**config.mk**
```make
export PLATFORM = sky130hd
export DESIGN_NAME = shift_pipe_flat
export DESIGN_NICKNAME = d
export VERILOG_FILES = /design/src/rtl/shift_pipe_if.sv /design/src/rtl/shift_pipe.sv /design/src/flat_wrapper.sv
export SDC_FILE = /design/constraint.sdc
export NUM_CORES = 1
export LEC_CHECK = 0
export ABC_AREA = 1
export BUFFER_PORTS_ARGS = -buffer_cell sky130_fd_sc_hd__buf_2
export CAP_MARGIN = 20
export CORE_MARGIN = 2
export CORE_UTILIZATION = 40
export CTS_CLUSTER_DIAMETER = 120
export DETAILED_ROUTE_END_ITERATION = 10
export SLEW_MARGIN = 20
export SYNTH_ARGS = -nofsm -noshare
export SYNTH_HDL_FRONTEND = slang
export SYNTH_SLANG_ARGS = --single-unit
```
**constraint.sdc**
```tcl
create_clock -name clk -period 1.5 [get_ports clk]
set_input_delay 0.075 -clock clk [delete_from_list [all_inputs] [get_ports clk]]
set_output_delay 0.075 -clock clk [all_outputs]
set_load 0.01 [all_outputs]
```
**src/rtl/shift_pipe_if.sv**
```systemverilog
// Request/result handshake bundle for shift_pipe.
// master = producer/consumer side, slave = the shift unit.
interface shift_pipe_if #(
  parameter int WIDTH = 32,
  parameter int TAG_W = 4
);
  localparam int SHAMT_W = $clog2(WIDTH);

  logic               in_valid;
  logic               in_ready;
  logic [WIDTH-1:0]   in_data;
  logic [SHAMT_W-1:0] in_shamt;
  logic [1:0]         in_mode;
  logic [TAG_W-1:0]   in_tag;
  logic               out_valid;
  logic               out_ready;
  logic [WIDTH-1:0]   out_data;
  logic [TAG_W-1:0]   out_tag;
  logic               out_zero;

  modport master (
    output in_valid, in_data, in_shamt, in_mode, in_tag, out_ready,
    input  in_ready, out_valid, out_data, out_tag, out_zero
  );

  modport slave (
    input  in_valid, in_data, in_shamt, in_mode, in_tag, out_ready,
    output in_ready, out_valid, out_data, out_tag, out_zero
  );
endinterface

```
**src/rtl/shift_pipe.sv**
```systemverilog
// Pipelined SLL/SRL/SRA/ROL unit; the log-shifter levels are interleaved
// across DEPTH register stages, with a valid/ready handshake and global stall.
module shift_pipe #(
  parameter int WIDTH   = 32,
  parameter int SHAMT_W = $clog2(WIDTH),
  parameter int DEPTH   = 2,
  parameter int TAG_W   = 4
) (
  input  logic         clk,
  input  logic         rst_n,
  input  logic         enable,
  shift_pipe_if.slave  bus
);

  // Shift amount and mode only need to travel to stages that still shift.
  localparam int CARRY_N = (DEPTH > 1) ? DEPTH - 1 : 1;

  logic [DEPTH-1:0]                r_valid;
  logic [DEPTH-1:0][WIDTH-1:0]     r_data;
  logic [DEPTH-1:0][TAG_W-1:0]     r_tag;
  logic [CARRY_N-1:0][SHAMT_W-1:0] r_shamt;
  logic [CARRY_N-1:0][1:0]         r_mode;
  logic                            r_zero;

  logic [DEPTH-1:0]                w_load;
  logic [DEPTH-1:0]                w_src_valid;
  logic [DEPTH-1:0][WIDTH-1:0]     w_src_data;
  logic [DEPTH-1:0][WIDTH-1:0]     w_next_data;
  logic [DEPTH-1:0][TAG_W-1:0]     w_src_tag;
  logic [DEPTH-1:0][SHAMT_W-1:0]   w_src_shamt;
  logic [DEPTH-1:0][1:0]           w_src_mode;

  // Stage `stage` applies the shift-amount bits b with b % DEPTH == stage.
  function automatic logic [WIDTH-1:0] f_shift_stage(
    input logic [WIDTH-1:0]   d,
    input logic [1:0]         mode,
    input logic [SHAMT_W-1:0] shamt,
    input int                 stage
  );
    logic [WIDTH-1:0] v;
    int               amt;
    v = d;
    for (int b = 0; b < SHAMT_W; b++) begin
      amt = 32'sd1 << b;
      if (((b % DEPTH) == stage) && shamt[b]) begin
        case (mode)
          2'b00:   v = v << amt;
          2'b01:   v = v >> amt;
          2'b10:   v = $signed(v) >>> amt;
          2'b11:   v = (v << amt) | (v >> (WIDTH - amt));
          default: v = v;
        endcase
      end else begin
        v = v;
      end
    end
    return v;
  endfunction

  // Per-stage source selection and partial shift.
  always_comb begin
    w_src_valid = '0;
    w_src_data  = '0;
    w_src_tag   = '0;
    w_src_shamt = '0;
    w_src_mode  = '0;
    w_next_data = '0;
    for (int k = 0; k < DEPTH; k++) begin
      if (k == 0) begin
        w_src_valid[k] = bus.in_valid;
        w_src_data[k]  = bus.in_data;
        w_src_tag[k]   = bus.in_tag;
        w_src_shamt[k] = bus.in_shamt;
        w_src_mode[k]  = bus.in_mode;
      end else begin
        w_src_valid[k] = r_valid[k-1];
        w_src_data[k]  = r_data[k-1];
        w_src_tag[k]   = r_tag[k-1];
        w_src_shamt[k] = r_shamt[k-1];
        w_src_mode[k]  = r_mode[k-1];
      end
      w_next_data[k] = f_shift_stage(w_src_data[k], w_src_mode[k], w_src_shamt[k], k);
    end
  end

  // A stage loads if any stage from it to the output is empty, or the consumer takes.
  always_comb begin
    logic w_space;
    w_load = '0;
    for (int k = 0; k < DEPTH; k++) begin
      w_space = bus.out_ready;
      for (int j = k; j < DEPTH; j++) begin
        if (!r_valid[j]) begin
          w_space = 1'b1;
        end else begin
          w_space = w_space;
        end
      end
      w_load[k] = enable && w_space;
    end
  end

  // Stage registers; data only captures valid entries so idle outputs hold.
  always_ff @(posedge clk) begin
    if (!rst_n) begin
      r_valid <= '0;
      r_data  <= '0;
      r_tag   <= '0;
      r_shamt <= '0;
      r_mode  <= '0;
      r_zero  <= 1'b1;
    end else begin
      for (int k = 0; k < DEPTH; k++) begin
        if (w_load[k]) begin
          r_valid[k] <= w_src_valid[k];
          if (w_src_valid[k]) begin
            r_data[k] <= w_next_data[k];
            r_tag[k]  <= w_src_tag[k];
            if (k < DEPTH - 1) begin
              r_shamt[k] <= w_src_shamt[k];
              r_mode[k]  <= w_src_mode[k];
            end
          end
        end
      end
      if (w_load[DEPTH-1] && w_src_valid[DEPTH-1]) begin
        r_zero <= (w_next_data[DEPTH-1] == '0);
      end
    end
  end

  assign bus.in_ready  = rst_n && w_load[0];
  assign bus.out_valid = r_valid[DEPTH-1];
  assign bus.out_data  = r_data[DEPTH-1];
  assign bus.out_tag   = r_tag[DEPTH-1];
  assign bus.out_zero  = r_zero;

endmodule

```
**src/flat_wrapper.sv**
```systemverilog
// flat-port wrapper written by rule: the top's interface ports become plain ports
module shift_pipe_flat 
#(
  parameter int WIDTH   = 32,
  parameter int SHAMT_W = $clog2(WIDTH),
  parameter int DEPTH   = 2,
  parameter int TAG_W   = 4
)
  (clk, rst_n, enable, bus_in_valid, bus_in_data, bus_in_shamt, bus_in_mode, bus_in_tag, bus_out_ready, bus_in_ready, bus_out_valid, bus_out_data, bus_out_tag, bus_out_zero);
  shift_pipe_if #(.WIDTH(WIDTH), .TAG_W(TAG_W)) bus_i ();
  input  logic clk;
  input  logic rst_n;
  input  logic enable;
  input wire logic [$bits(bus_i.in_valid)-1:0] bus_in_valid;
  input wire logic [$bits(bus_i.in_data)-1:0] bus_in_data;
  input wire logic [$bits(bus_i.in_shamt)-1:0] bus_in_shamt;
  input wire logic [$bits(bus_i.in_mode)-1:0] bus_in_mode;
  input wire logic [$bits(bus_i.in_tag)-1:0] bus_in_tag;
  input wire logic [$bits(bus_i.out_ready)-1:0] bus_out_ready;
  output wire logic [$bits(bus_i.in_ready)-1:0] bus_in_ready;
  output wire logic [$bits(bus_i.out_valid)-1:0] bus_out_valid;
  output wire logic [$bits(bus_i.out_data)-1:0] bus_out_data;
  output wire logic [$bits(bus_i.out_tag)-1:0] bus_out_tag;
  output wire logic [$bits(bus_i.out_zero)-1:0] bus_out_zero;
  assign bus_i.in_valid = bus_in_valid;
  assign bus_i.in_data = bus_in_data;
  assign bus_i.in_shamt = bus_in_shamt;
  assign bus_i.in_mode = bus_in_mode;
  assign bus_i.in_tag = bus_in_tag;
  assign bus_i.out_ready = bus_out_ready;
  assign bus_in_ready = bus_i.in_ready;
  assign bus_out_valid = bus_i.out_valid;
  assign bus_out_data = bus_i.out_data;
  assign bus_out_tag = bus_i.out_tag;
  assign bus_out_zero = bus_i.out_zero;
  shift_pipe #(.WIDTH(WIDTH), .SHAMT_W(SHAMT_W), .DEPTH(DEPTH), .TAG_W(TAG_W)) u_core (.clk(clk), .rst_n(rst_n), .enable(enable), .bus(bus_i));
endmodule
```
# == Yosys cells after proc, flatten, opt, wreduce, memory -nomap -nowiden ==
# Cells that the tools add are included.
# word_totals
output_inout_bits,39
wordCells,42
reg_bits,81
in_bits,48
# op_classes
reduce_logical,9
eq_ne,6
n_bitwise,5
n_mux,13
# ops
cell,n
32-bit case mux with 4 select lines,5
32-bit 2-to-1 mux,5
32-bit zero test,1
32-bit by 1-bit bitwise OR with 32-bit output,1
32-bit by 16-bit bitwise OR with 32-bit output,1
32-bit by 2-bit bitwise OR with 32-bit output,1
32-bit by 4-bit bitwise OR with 32-bit output,1
32-bit by 8-bit bitwise OR with 32-bit output,1
"2-bit equality test, second input constant",4
"2-bit by 1-bit equality test with 1-bit output, second input constant",2
1-bit logical AND,4
2-bit zero test,2
2-bit AND reduction,2
1-bit 2-to-1 mux,3

# == Depth between registers and ports, before layout ==
# logic_depth
word_depth,9
depth_mapped,15
mapped_depth_nobuf,14

# == Least setup slack after synthesis ==
# No wires, ideal clock.
# synth_path
path_kind,reg2reg
startpoint,register u_core.r_mode[1] in the netlist's numbering
endpoint,register u_core.r_zero (netlist: u_core.bus.out_zero)
path_buffers,1
synth_period_minus_slack_ns,1.519
setup_time_ns,0.115
path_stages_with_launch,15
path_slack_ns,-0.019
required_ns,1.385
arrival_ns,1.405
path_cell_list,dfxtp_1 inv_2 nand2_1 nand2_2 buf_6 o21ai_1 nand2_1 o21ai_1 nand2_1 nand2_1 nor2_1 nand2_1 nor2_1 nand3_1 nand2_1
# synth_between
elab_chain_len,7
word_cells_on_any_way,10
classes_between,eq/ne: 3; mux: 4; bitwise: 1; reduce/logical: 2
# synth_rtl
element,line,source
"start, declared",shift_pipe.sv:22,logic [CARRY_N-1:0][1:0] r_mode;
"start signal, assigned by index",shift_pipe.sv:121,r_mode[k] <= w_src_mode[k];
"2-bit equality test, or another cell as far along",shift_pipe.sv:46,case (mode)
32-bit case mux with 4 select lines,shift_pipe.sv:46,
32-bit 2-to-1 mux,shift_pipe.sv:45,if (((b % DEPTH) == stage) && shamt[b]) begin
32-bit by 8-bit bitwise OR with 32-bit output,shift_pipe.sv:50,2'b11: v = (v << amt) | (v >> (WIDTH - amt));
32-bit case mux with 4 select lines,shift_pipe.sv:46,
32-bit 2-to-1 mux (*),shift_pipe.sv:45,
32-bit zero test (*),shift_pipe.sv:127,r_zero <= (w_next_data[DEPTH-1] == '0);
"end signal, assigned",shift_pipe.sv:127,
"end, declared",shift_pipe.sv:23,logic r_zero;
# Every way passes the cells marked *; elsewhere a longest branch is shown, timed or not.
# A chain may end at the register's enable or synchronous reset.

# == Worst setup path in the final report ==
# layout_path
startpoint,register u_core.r_mode[0] in the netlist's numbering
endpoint,register u_core.r_zero (netlist: u_core.bus.out_zero)
# The elaborated chain is that of the path after synthesis.

==> metrics.md <==
| Metric | Value |
|---|---|
| Num CTS Buffers | `9` |
| Gpl congestion | `0.957` |
| Ys Warns | `0` |
| Wire length on met2 | `approximately 11000 um` |
| Worst Setup Path Type | `reg -> reg` |
| Worst VDD drop | `0.683 mV` |
| Crit path arrival time | `2.13 ns` |
| Most used DFF post-synth | `dfxtp_1` |
| Synthesized Nets | `1231` |
| Max-slew violations | `0` |
| CTS Sinks | `79` |
| MaxCap Viol Count | `0` |
| Worst relative slew slack | `0.697` |
| Chip Width | `134 um` |
| Ports | `87` |
| Die outline height | `134 um` |
| Max H-tree Level | `3` |
| Final worst path period need | `1.89 ns` |
| Most common library cells after synthesis | `411 x nand2_1, 192 x nand3_1, 83 x inv_1` |
| Largest net degree at the start of global routing | `43` |
| TritonCTS clock tree | `done` |
| EDFF count, synth | `0` |
| Area contributors post-synth | `dfxtp_1 23%, nand2_1 23%, nand3_1 14%` |
| # nets final | `roughly 1400` |
| Post-synthesis sequential area ratio | `0.233` |
| Setup Skew | `0.00710 ns` |
| Site Rows | `47` |
| CTS Buffer Depth | `2` |
| Most frequent cell after synthesis | `nand2_1` |
| Yosys reg bits | `79` |
| Antenna fix cells | `0` |
| Detail Placement HPWL | `18100 um` |
| Total negative slack | `-4.35 ns` |
| Number of global-route vias before repair | `7679` |
| Worst-margin pin slew | `0.450 ns` |
| Critical Path RT | `~1.7 ns` |
| Cell count after synthesis | `1183` |
| DR iter-0 viols | `753` |
| Wire length per cell | `15.8 um` |
| Top cell type's share of synthesized area | `0.233` |
| Period Utilization, post-route | `1.26` |
| WHS | `approximately 0.019 ns` |
| Critical path capture point type | `flip-flop` |
| Clock Latency Late Sink | `between 0.3 and 0.4 ns` |
| Final WL | `24800 um` |
| Outcome | `complete, but fails checks` |
| Mapped cell area | `0.00678 sq mm` |
| Root Driver | `clkbuf_16` |
| Via count | `8438` |
| Final ANT Viol Nets | `0` |
| GRT overflow | `0` |
| Vias/cell | `5.38` |
| Avg Inst Size Synth | `between 5 and 6 sq um` |
| Proportion of layout cells with a drive suffix above 1 | `0.318` |
| Yosys cell types | `27` |
| Clock transition at path regs | `approximately 0.06 ns` |
| # DRC | `0` |
| Routed met3 length | `1880 um` |
| PortBufs | `86` |
| Layout area overhead | `36.5%` |
| Failing checks | `setup timing` |
| Static leakage | `0.00462 uW` |
| Top routing layer in use | `met4` |
| Hold Fails Final Rpt | `0` |
| Setup Viol. Count Final | `29` |
| Met1 Routed Length | `11200 um` |
| Final Power | `8100 uW` |
| Final setup margin | `-0.389 ns` |
| Pwr dens | `875 mW/mm^2` |
| First-pass GRT wire length | `a little under 40000 um` |
| Largest area contributor in the netlist | `dfxtp_1` |
| Die area | `0.0180 sq mm` |
| Hold Crit Class | `in -> reg` |
| CP max FO | `5` |
| Global router's overall resource usage | `0.268` |
| Initial core utilization | `0.409` |
| Pre-CTS WS | `-0.416 ns` |
| Core box area | `0.0166 sq mm` |
| Antenna violations before repair | `0` |
| Pre-antenna DRT Iters | `6` |
| RSZ-0062 raised after global routing | `true` |
| F_max | `529 MHz` |
| Startpoint types | `flip-flop` |
| Async SR Flop Fraction | `0` |
## through the flow
step | cell area (sq um) | instances | util
detailed placement | 8140 | 1529 | 0.491
CTS | 8820 | 1558 | 0.532
global route | 9260 | 1569 | 0.558
floorplan | 6790 | 1183 | -
finish | 9260 | 1569 | 0.558
global placement | 8140 | 1529 | 0.491
## critical path, stage by stage, from the launching register on
cell	delay [ns]
dfxtp_4	0.42
inv_6	0.06
nand2_8	0.11
buf_6	0.12
nand3_1	0.15
nand3_2	0.15
nand2_1	0.12
buf_4	0.15
o21ai_1	0.20
nor2_1	0.06
nand2_1	0.06
nor2_1	0.04
nand3_1	0.08
nand2_1	0.05
## repair_timing
item	in CTS	in global routing
gates resized for setup	68	79
hold endpoints to repair	5	0
endpoints found under the setup margin	33	55
cloned	3	4
buffers inserted	5	8
hold buffers	5	0
pin swaps	8	31
## cell families after synthesis
kind of cell,Yosys count,synth area share
flops,79,0.233
compound gates,204,0.178
buf+inv,203,0.149
simple gates,697,0.440
## power by group
group | leakage [uW] | switching [uW] | internal (uW) | total (uW)
registers | 0.000650 | 145 | 2250 | 2390
logic | 0.00383 | 1910 | 1430 | 3340
clock network | 0.000148 | 909 | 1460 | 2370
## area by class of cell
type / instances / area, sq um
Clock buffer: 9 / 225
Inverter: 88 / 347
Sequential cell: 79 / 1590
Timing Repair Buffer: 260 / 1970
Fill cell: 1708 / 7330
Multi-Input combinational cell: 906 / 4750
Clock inverter: 7 / 96.3
Tap cell: 220 / 275
## path summary, 6_finish.rpt
kind	end	slack, ns	cells after the start	start
worst max-delay path	u_core.bus.out_zero$_SDFFE_PN1P_	-0.39	13	u_core.r_mode[0]$_SDFFE_PN0P_
worst min-delay path	u_core.r_shamt[3]$_SDFFE_PN0P_	0.02	3	bus_in_shamt[3]
worst max register to register	u_core.bus.out_zero$_SDFFE_PN1P_	-0.39	13	u_core.r_mode[0]$_SDFFE_PN0P_
worst min register to register	u_core.r_valid[0]$_SDFFE_PN0P_	0.48	2	u_core.r_valid[0]$_SDFFE_PN0P_
## routing by layer
layer | vias to the layer above | global-route usage
li1 | 4159 | -
met1 | 3868 | 0.374
met2 | 348 | 0.411
met3 | 63 | 0.0442
met4 | 0 | 0.109
met5 | - | 0.0139
## sequential cells by signal (all words and copies together), names as in the netlist
signal,flops
u_core.bus.out_zero,1
u_core.r_valid,2
u_core.bus.out_tag,4
u_core.r_shamt,2
u_core.r_mode,2
u_core.r_tag,4
u_core.bus.out_data,32
u_core.r_data,32
## cells in the final DEF (no fill, tap or decap), types with 6 or more instances in the layout
cell type and instances:
o211ai_2 10, o21ai_0 72, nand2_2 42, buf_12 12, o211ai_1 19, a21oi_1 43
or2_1 6, o21ai_2 8, buf_2 86, or2_2 24, buf_6 9, a31oi_1 18
buf_4 146, nor2_1 46, clkbuf_16 10, inv_1 80, dfxtp_1 76, nand2_4 11
nand3_2 32, o21bai_1 15, nand3_1 156, o21ai_1 15, nand2_1 364
(Power assumes the default switching activity.)
